<file path="src/rtl/instr_issue_unit_pkg.sv">
// Shared definitions for the instruction issue unit: the instruction word layout,
// the special opcodes, the FSM state encoding and the field-extraction helpers.
package instr_issue_unit_pkg;

   localparam int INSTR_W  = 49;
   localparam int REG_W    = 4;
   localparam int OPC_W    = 5;
   localparam int IMM_W    = 32;

   localparam int OPC_LSB  = 44;
   localparam int S1_LSB   = 40;
   localparam int S2_LSB   = 36;
   localparam int DEST_LSB = 32;
   localparam int IMM_LSB  = 0;

   localparam logic [OPC_W-1:0]   NOP_OPCODE  = 5'h00;
   localparam logic [OPC_W-1:0]   HALT_OPCODE = 5'h1F;
   localparam logic [INSTR_W-1:0] NOP_INSTR   = {NOP_OPCODE, 44'd0};

   typedef enum logic [1:0] {
      ST_IDLE  = 2'd0,
      ST_RUN   = 2'd1,
      ST_DRAIN = 2'd2,
      ST_DONE  = 2'd3
   } issue_state_t;

   function automatic logic [OPC_W-1:0] instr_opcode(input logic [INSTR_W-1:0] instr);
      return instr[OPC_LSB +: OPC_W];
   endfunction

   function automatic logic [REG_W-1:0] instr_s1(input logic [INSTR_W-1:0] instr);
      return instr[S1_LSB +: REG_W];
   endfunction

   function automatic logic [REG_W-1:0] instr_s2(input logic [INSTR_W-1:0] instr);
      return instr[S2_LSB +: REG_W];
   endfunction

   function automatic logic [REG_W-1:0] instr_dest(input logic [INSTR_W-1:0] instr);
      return instr[DEST_LSB +: REG_W];
   endfunction

   function automatic logic [IMM_W-1:0] instr_imm(input logic [INSTR_W-1:0] instr);
      return instr[IMM_LSB +: IMM_W];
   endfunction

endpackage

</file>
<file path="src/rtl/instr_issue_unit_scoreboard.sv">
// Destination scoreboard: remembers the dest registers of the last HAZ_DEPTH issue
// slots and flags a read-after-write hazard for the candidate instruction's sources.
module issue_scoreboard
   import instr_issue_unit_pkg::*;
#(
   parameter int HAZ_DEPTH = 3
) (
   input  logic             sys_clk,
   input  logic             reset_n,
   input  logic             clear,
   input  logic             shift,
   input  logic             push_valid,
   input  logic [REG_W-1:0] push_dest,
   input  logic [REG_W-1:0] src1,
   input  logic [REG_W-1:0] src2,
   output logic             hazard
);

   logic             valid_q [HAZ_DEPTH];
   logic [REG_W-1:0] dest_q  [HAZ_DEPTH];

   // Shift register of in-flight dests; slot 0 is the most recent issue slot, r0 never tracked
   always_ff @(posedge sys_clk) begin
      if (!reset_n || clear) begin
         for (int i = 0; i < HAZ_DEPTH; i++) begin
            valid_q[i] <= 1'b0;
            dest_q[i]  <= '0;
         end
      end else if (shift) begin
         valid_q[0] <= push_valid && (push_dest != '0);
         dest_q[0]  <= push_dest;
         for (int i = 1; i < HAZ_DEPTH; i++) begin
            valid_q[i] <= valid_q[i-1];
            dest_q[i]  <= dest_q[i-1];
         end
      end
   end

   // A source matching any still-valid in-flight dest must wait
   always_comb begin
      hazard = 1'b0;
      for (int i = 0; i < HAZ_DEPTH; i++) begin
         if (valid_q[i] && ((dest_q[i] == src1) || (dest_q[i] == src2))) begin
            hazard = 1'b1;
         end
      end
   end

endmodule

</file>
<file path="src/rtl/instr_issue_unit.sv">
// Instruction issue unit: program RAM, PC and run FSM feeding the pipelined
// controller one registered instruction (or NOP bubble) per cycle.
module instr_issue_unit
   import instr_issue_unit_pkg::*;
#(
   parameter int DEPTH     = 16,
   parameter int AW        = 4,
   parameter int HAZ_DEPTH = 3
) (
   input  logic               sys_clk,
   input  logic               reset_n,
   input  logic               ld_en,
   input  logic [AW-1:0]      ld_addr,
   input  logic [INSTR_W-1:0] ld_instr,
   input  logic [AW:0]        prog_len,
   input  logic               start,
   input  logic               abort,
   output logic [OPC_W-1:0]   opcode_out,
   output logic [REG_W-1:0]   s1_out,
   output logic [REG_W-1:0]   s2_out,
   output logic [REG_W-1:0]   dest_out,
   output logic [IMM_W-1:0]   ime_data_out,
   output logic               busy,
   output logic               done,
   output logic [15:0]        stall_cnt
);

   localparam int          DCW    = $clog2(HAZ_DEPTH + 1);
   localparam logic [AW:0] PC_ONE = 1;

   logic [INSTR_W-1:0] ram [DEPTH];

   issue_state_t       state_q, state_d;
   logic [AW:0]        pc_q, pc_d;
   logic [AW:0]        len_q, len_d;
   logic [15:0]        stall_q, stall_d;
   logic [DCW-1:0]     drain_q, drain_d;
   logic [INSTR_W-1:0] out_q, out_d;

   logic [INSTR_W-1:0] cur_instr;
   logic               hazard;
   logic               sb_clear;
   logic               sb_shift;
   logic               sb_push;

   assign cur_instr = ram[pc_q[AW-1:0]];

   issue_scoreboard #(
      .HAZ_DEPTH (HAZ_DEPTH)
   ) u_scoreboard (
      .sys_clk    (sys_clk),
      .reset_n    (reset_n),
      .clear      (sb_clear),
      .shift      (sb_shift),
      .push_valid (sb_push),
      .push_dest  (instr_dest(cur_instr)),
      .src1       (instr_s1(cur_instr)),
      .src2       (instr_s2(cur_instr)),
      .hazard     (hazard)
   );

   // Program loading is only accepted while idle; contents survive reset
   always_ff @(posedge sys_clk) begin
      if (ld_en && (state_q == ST_IDLE)) begin
         ram[ld_addr] <= ld_instr;
      end
   end

   // Next-state, PC, drain counter and issue selection; abort overrides every transition
   always_comb begin
      state_d  = state_q;
      pc_d     = pc_q;
      len_d    = len_q;
      stall_d  = stall_q;
      drain_d  = drain_q;
      out_d    = NOP_INSTR;
      sb_clear = 1'b0;
      sb_shift = 1'b0;
      sb_push  = 1'b0;

      case (state_q)
         ST_IDLE, ST_DONE: begin
            if (start) begin
               state_d  = ST_RUN;
               pc_d     = '0;
               len_d    = prog_len;
               stall_d  = '0;
               sb_clear = 1'b1;
            end
         end
         ST_RUN: begin
            sb_shift = 1'b1;
            if ((pc_q == len_q) || (instr_opcode(cur_instr) == HALT_OPCODE)) begin
               state_d = ST_DRAIN;
               drain_d = DCW'(HAZ_DEPTH - 1);
            end else if (hazard) begin
               if (stall_q != 16'hFFFF) begin
                  stall_d = stall_q + 16'd1;
               end
            end else begin
               out_d   = cur_instr;
               pc_d    = pc_q + PC_ONE;
               sb_push = 1'b1;
            end
         end
         ST_DRAIN: begin
            sb_shift = 1'b1;
            if (drain_q == '0) begin
               state_d = ST_DONE;
            end else begin
               drain_d = drain_q - DCW'(1);
            end
         end
         default: begin
            state_d = ST_IDLE;
         end
      endcase

      if (abort) begin
         state_d  = ST_IDLE;
         pc_d     = '0;
         len_d    = len_q;
         stall_d  = stall_q;
         drain_d  = drain_q;
         out_d    = NOP_INSTR;
         sb_clear = 1'b1;
         sb_shift = 1'b0;
         sb_push  = 1'b0;
      end
   end

   // Control state and the registered pipeline-facing instruction
   always_ff @(posedge sys_clk) begin
      if (!reset_n) begin
         state_q <= ST_IDLE;
         pc_q    <= '0;
         len_q   <= '0;
         stall_q <= '0;
         drain_q <= '0;
         out_q   <= '0;
      end else begin
         state_q <= state_d;
         pc_q    <= pc_d;
         len_q   <= len_d;
         stall_q <= stall_d;
         drain_q <= drain_d;
         out_q   <= out_d;
      end
   end

   assign opcode_out   = instr_opcode(out_q);
   assign s1_out       = instr_s1(out_q);
   assign s2_out       = instr_s2(out_q);
   assign dest_out     = instr_dest(out_q);
   assign ime_data_out = instr_imm(out_q);
   assign busy         = (state_q == ST_RUN) || (state_q == ST_DRAIN);
   assign done         = (state_q == ST_DONE);
   assign stall_cnt    = stall_q;

endmodule

</file>
<file path="config.mk">
export PLATFORM = sky130hd
export DESIGN_NAME = instr_issue_unit
export DESIGN_NICKNAME = d
export VERILOG_FILES = /design/src/rtl/instr_issue_unit_pkg.sv /design/src/rtl/instr_issue_unit_scoreboard.sv /design/src/rtl/instr_issue_unit.sv
export SDC_FILE = /design/constraint.sdc
export NUM_CORES = 1
export LEC_CHECK = 0
export CAP_MARGIN = 20
export CORE_MARGIN = 2
export CORE_UTILIZATION = 30
export CTS_CLUSTER_SIZE = 10
export DETAILED_ROUTE_END_ITERATION = 8
export SLEW_MARGIN = 10
export SYNTH_ARGS = -nofsm -noshare
export SYNTH_HDL_FRONTEND = slang
export SYNTH_SLANG_ARGS = --single-unit
</file>
<file path="constraint.sdc">
create_clock -name sys_clk -period 6.2 [get_ports sys_clk]
set_clock_uncertainty 0.2 [all_clocks]
set_input_delay 1.24 -clock sys_clk [delete_from_list [all_inputs] [get_ports sys_clk]]
set_output_delay 1.24 -clock sys_clk [all_outputs]
set_load 0.02 [all_outputs]
</file>
Word-level counts from Yosys, hierarchy flattened --
Memory sizes are Yosys's and may differ from the RTL's. A register that Yosys moved wholly into a read port is not among the register bits. Cells that the tools add are included. W data, S select, Z words.
Storage, ports and cells: bits in registers 79, latch bits 0, RAM bits 799, bits in read-only memories 0, input bits 63, output and inout port bits 67, logic and storage cells 109, memories 3
Cells by class: $add $sub $neg 3, multipliers 0, divide/modulo/power cells 0, $lt $le $gt $ge 0, equal/unequal tests 20, shift-type cells 0, multiplexer cells 42, bitwise operators 9, reduce and logical (&&, ||, !) cells 26
Memory list:
- ram | depth 16, width 49, rd ports 1, clocked after Yosys merged registers in 1, wr ports 1, line instr_issue_unit.sv:31 | logic [INSTR_W-1:0] ram [DEPTH];
- u_scoreboard.dest_q | depth 3, width 4, rd ports 3, clocked after Yosys merged registers in 0, wr ports 3, line instr_issue_unit_scoreboard.sv:20 | logic [REG_W-1:0] dest_q [HAZ_DEPTH];
- u_scoreboard.valid_q | depth 3, width 1, rd ports 3, clocked after Yosys merged registers in 0, wr ports 3, line instr_issue_unit_scoreboard.sv:19 | logic valid_q [HAZ_DEPTH];
Operators by type and width (count):
- $mux W16 | 4
- $pmux W16 S2 | 1
- $eq A4 B4 Y1 | 6
- $mux W1 | 22
- $mux W4 | 5
- $add A16 B1 Y16 const B | 1
- $ne A16 B16 Y1 const B | 1
- $ne A2 B2 Y1 const B | 8
- $mux W5 | 3
- $pmux W5 S2 | 1
- $mux W2 | 4
- $reduce_and A4 Y1 | 2
- $logic_or A1 B1 Y1 | 6
- $or A1 B1 Y1 | 6
- $pmux W2 S3 | 1
- $reduce_and A3 Y1 | 2
- $reduce_and A6 Y1 | 1
- $reduce_or A2 Y1 | 3
- $add A5 B1 Y5 const B | 1
- $eq A5 B5 Y1 | 1
- $eq A5 B5 Y1 const B | 1
- $logic_and A1 B1 Y1 | 5
- $reduce_or A5 Y1 | 1
- $eq A2 B2 Y1 const B | 2
- other kinds (8) | 12

Depth between registers and ports, before layout --
depth in word-level cells 12, gate-level depth with buffers 14, gate-level depth less buffers 10

Hierarchy --
A second synthesis with hierarchy kept.
Second synthesis, totals: cell total of the unflattened synthesis 1506, area total of the unflattened synthesis 33515.9 µm²
Modules (own cells, without submodules):
- instr_issue_unit | times used 1, cells an instance 1438, area an instance 32673.8 µm², sequential area each 25204.2 µm²
- issue_scoreboard | times used 1, cells an instance 68, area an instance 842.1 µm², sequential area each 450.4 µm²

Least setup slack after synthesis --
Ideal clock, no wire load.
path kind input to register, start in ld_addr[2], end mem ram[0][0] (enable), library setup time 0.517 ns, arrival time 5.018 ns, required time 5.483 ns, path slack 0.465 ns, cell stages on the path 2, buffers on the path 0, cells stage by stage or3_1 nor3_1
RTL lines:
- start, declared | line instr_issue_unit.sv:13 | input logic [AW-1:0] ld_addr,
- end, declared | line instr_issue_unit.sv:31
No word-level cell before the write port.

==> flow_summary.yaml <==
clock_tree:
  postCtsHoldBufs: 0
  clk_latency_ps: 670
  cts.path.max_buffers: 3
  cts_sinks: 882
  htreeDepth: 3
  cts_setup_buffers: 0
  cts_tree: "yes"
  cts-root-buf: "clkbuf_16"
  cts_buffers: 99
  clk_pin_slew_ps: 60
  cts_resized: 0
routing:
  vias: 16600
  post_drt_wl_per_cell_um: 23.3
  antenna_left: 0
  route.detailed.drc: 0
  first_pass_iters: 5
  vias_per_cell: 4.88
  drt-total-wl_um: 79000
  drt_iter0_markers: 1626
sta:
  period_needed_ps: 5030
  timing.final.crit_share: 0.812
  rsz0062_at_grt: "no"
  fmax_mhz: 199
  tns_ps: 0
  report.final.slew_viol_count: 0
  final-hold-violation-count: 0
  setup_viol: 0
  relSlewSlack: 0.265
  worstMarginPinSlew_ps: 1100
synth:
  yosysWarnings: 0
  synthesis.nets: 1701
  yosysSeqAreaShare: 0.756
  syn_inst: 1630
  synth_seq_cells: 882
  ys.flop_type: "edfxtp_1"
  synth_edf_count: 799
  synth_area_per_cell_um2: 20.8
  synth_area_um2: 33900
  synth.distinct_cells: 63
  async_reset_ff_frac: 0
setup_path:
  worstSetupPathType: "flip-flop to flip-flop"
  crit_path_end_kind: "flip-flop"
  required_ps: 6490
  cp_max_fo: 44
  worstPathArrival_ps: 5320
  critical_path.startpoint_type: "flip-flop"
grt:
  overflow: 0
  grt_max_degree: 62
  grt_pass1_wl_um: 116000
  antenna_found_initial: 9
  first_global_vias: 17400
  track_usage: 0.136
floorplan:
  die_h_um: 340
  fp-row-count: 123
  fp.coreArea_um2: 112000
  dieArea_um2: 116000
  initial_core_util: 0.302
  num_io_pins: 130
  die_x_um: 340
final_layout:
  nNetsFinal: 1890
  drive_gt1_frac: 0.209
  fin_area_um2: 40100
  seqCellArea_um2: 25700
  fillers: 10300
  syn2layout_area_growth_pct: 18.3
  multi_input_area_um2: 7910
  layout_common_cells: "edfxtp_1, mux4_2, clkdlybuf4s50_1"
  final_common_cell: "edfxtp_1"
hold_path:
  hold_class: "flip-flop to flip-flop"
  worstHoldStart: "drain_q[1]$_SDFFE_PN0P_"
pwr:
  power.density_nw_per_um2: 305
  ir_drop_mv: 0.217
  p_leak_nw: 12.1
place:
  gp_congestion: 0.803
  dp_hpwl_um: 43700
  port-buffer-count: 129
  placement.cell_area_um2: 37100
run_status:
  status: "finished clean"
job:
  drv_cap: 0
## metrics by stage
step                power [mW]  hold WS (ps)  cells  worst slack (ps)  utilization
finish                    12.2           299   3397              1170        0.357
global route              12.6           344   3395               905        0.357
CTS                       12.3           305   3394              1200        0.357
detailed placement        7.01           292   3217              1200        0.331
global placement          7.00           281   3216              1290        0.330
floorplan                 6.83           272   1630               465            -
## where the power goes
| part | total [mW] | switching [mW] | leakage, nW | internal, mW |
|---|---|---|---|---|
| clock | 5.34 | 2.24 | 1.40 | 3.10 |
| combinational | 0.302 | 0.198 | 2.80 | 0.105 |
| sequential | 6.58 | 0.0238 | 7.93 | 6.56 |
| total | 12.2 | 2.47 | 12.1 | 9.76 |
## layout make-up
cell class / count / share of cell area
sequential: 882 / 0.640
multi-input combinational: 651 / 0.197
clock buffer: 170 / 0.0697
tap: 1500 / 0.0468
timing repair buffer: 162 / 0.0404
clock inverter: 7 / 0.00359
inverter: 23 / 0.00215
antenna: 2 / 0.000125
## cell families after synthesis
group,after synthesis,synth area share
XOR/XNOR,19,0.00491
AO/OA/AOI/OAI,89,0.0197
adder cells (fa/ha/maj),8,0.00295
AND/OR/NAND/NOR,255,0.0405
buffers and inverters,97,0.0136
flip-flops,882,0.756
multiplexers,280,0.162
## synthesized netlist by cell type (all sizes together), types with 9 or more instances
cell    instances  area (µm²)
nand2          30         113
nor2b          47         294
nor2           44         168
or3            12        75.1
edfxtp        799       24000
o211ai         18         135
a22oi          13        97.6
and3           29         181
clkbuf         34         128
xor2           12         105
mux2i          56         589
buf            40         248
nand4          11        68.8
dfxtp          83        1660
mux4          211        4750
o21ai          13        65.1
a21oi           9        45.0
inv            23        86.3
nand3          32         165
nor3           21         110
mux2           13         146
## worst max-delay path, cell delays in order (launching register included)
cell and delay [ps]:
dfxtp_4 860, buf_4 330, mux2i_1 90, a22o_1 260, nor3_1 510, or3_1 200
a22oi_1 70, a32o_1 270, a221oi_4 610, nand3_2 780, nor2b_1 620
## layer usage
layer	GRT usage	vias up	share of wire
li1	-	7115	-
met1	0.188	8808	0.44
met2	0.219	534	0.48
met3	0.0308	124	0.061
met4	0.0291	10	0.017
met5	0	-	0.00075
## final timing paths
check	depth (start not counted)	end	slack, ps
hold / removal	1	drain_q[1]$_SDFFE_PN0P_	300
setup reg to reg	10	out_q[3]$_SDFF_PP0_	1170
setup / recovery	10	out_q[3]$_SDFF_PP0_	1170
hold reg to reg	1	drain_q[1]$_SDFFE_PN0P_	300
## sequential cells by signal (all words and copies together), names as in the netlist, named ones only
name                  cells
drain_q                   2
len_q                     5
out_q                    49
pc_q                      5
ram                     784
stall_cnt                16
u_scoreboard.valid_q      3
u_scoreboard.dest_q      12
state_q                   2
Note: power is estimated with default switching activity, not from simulation.
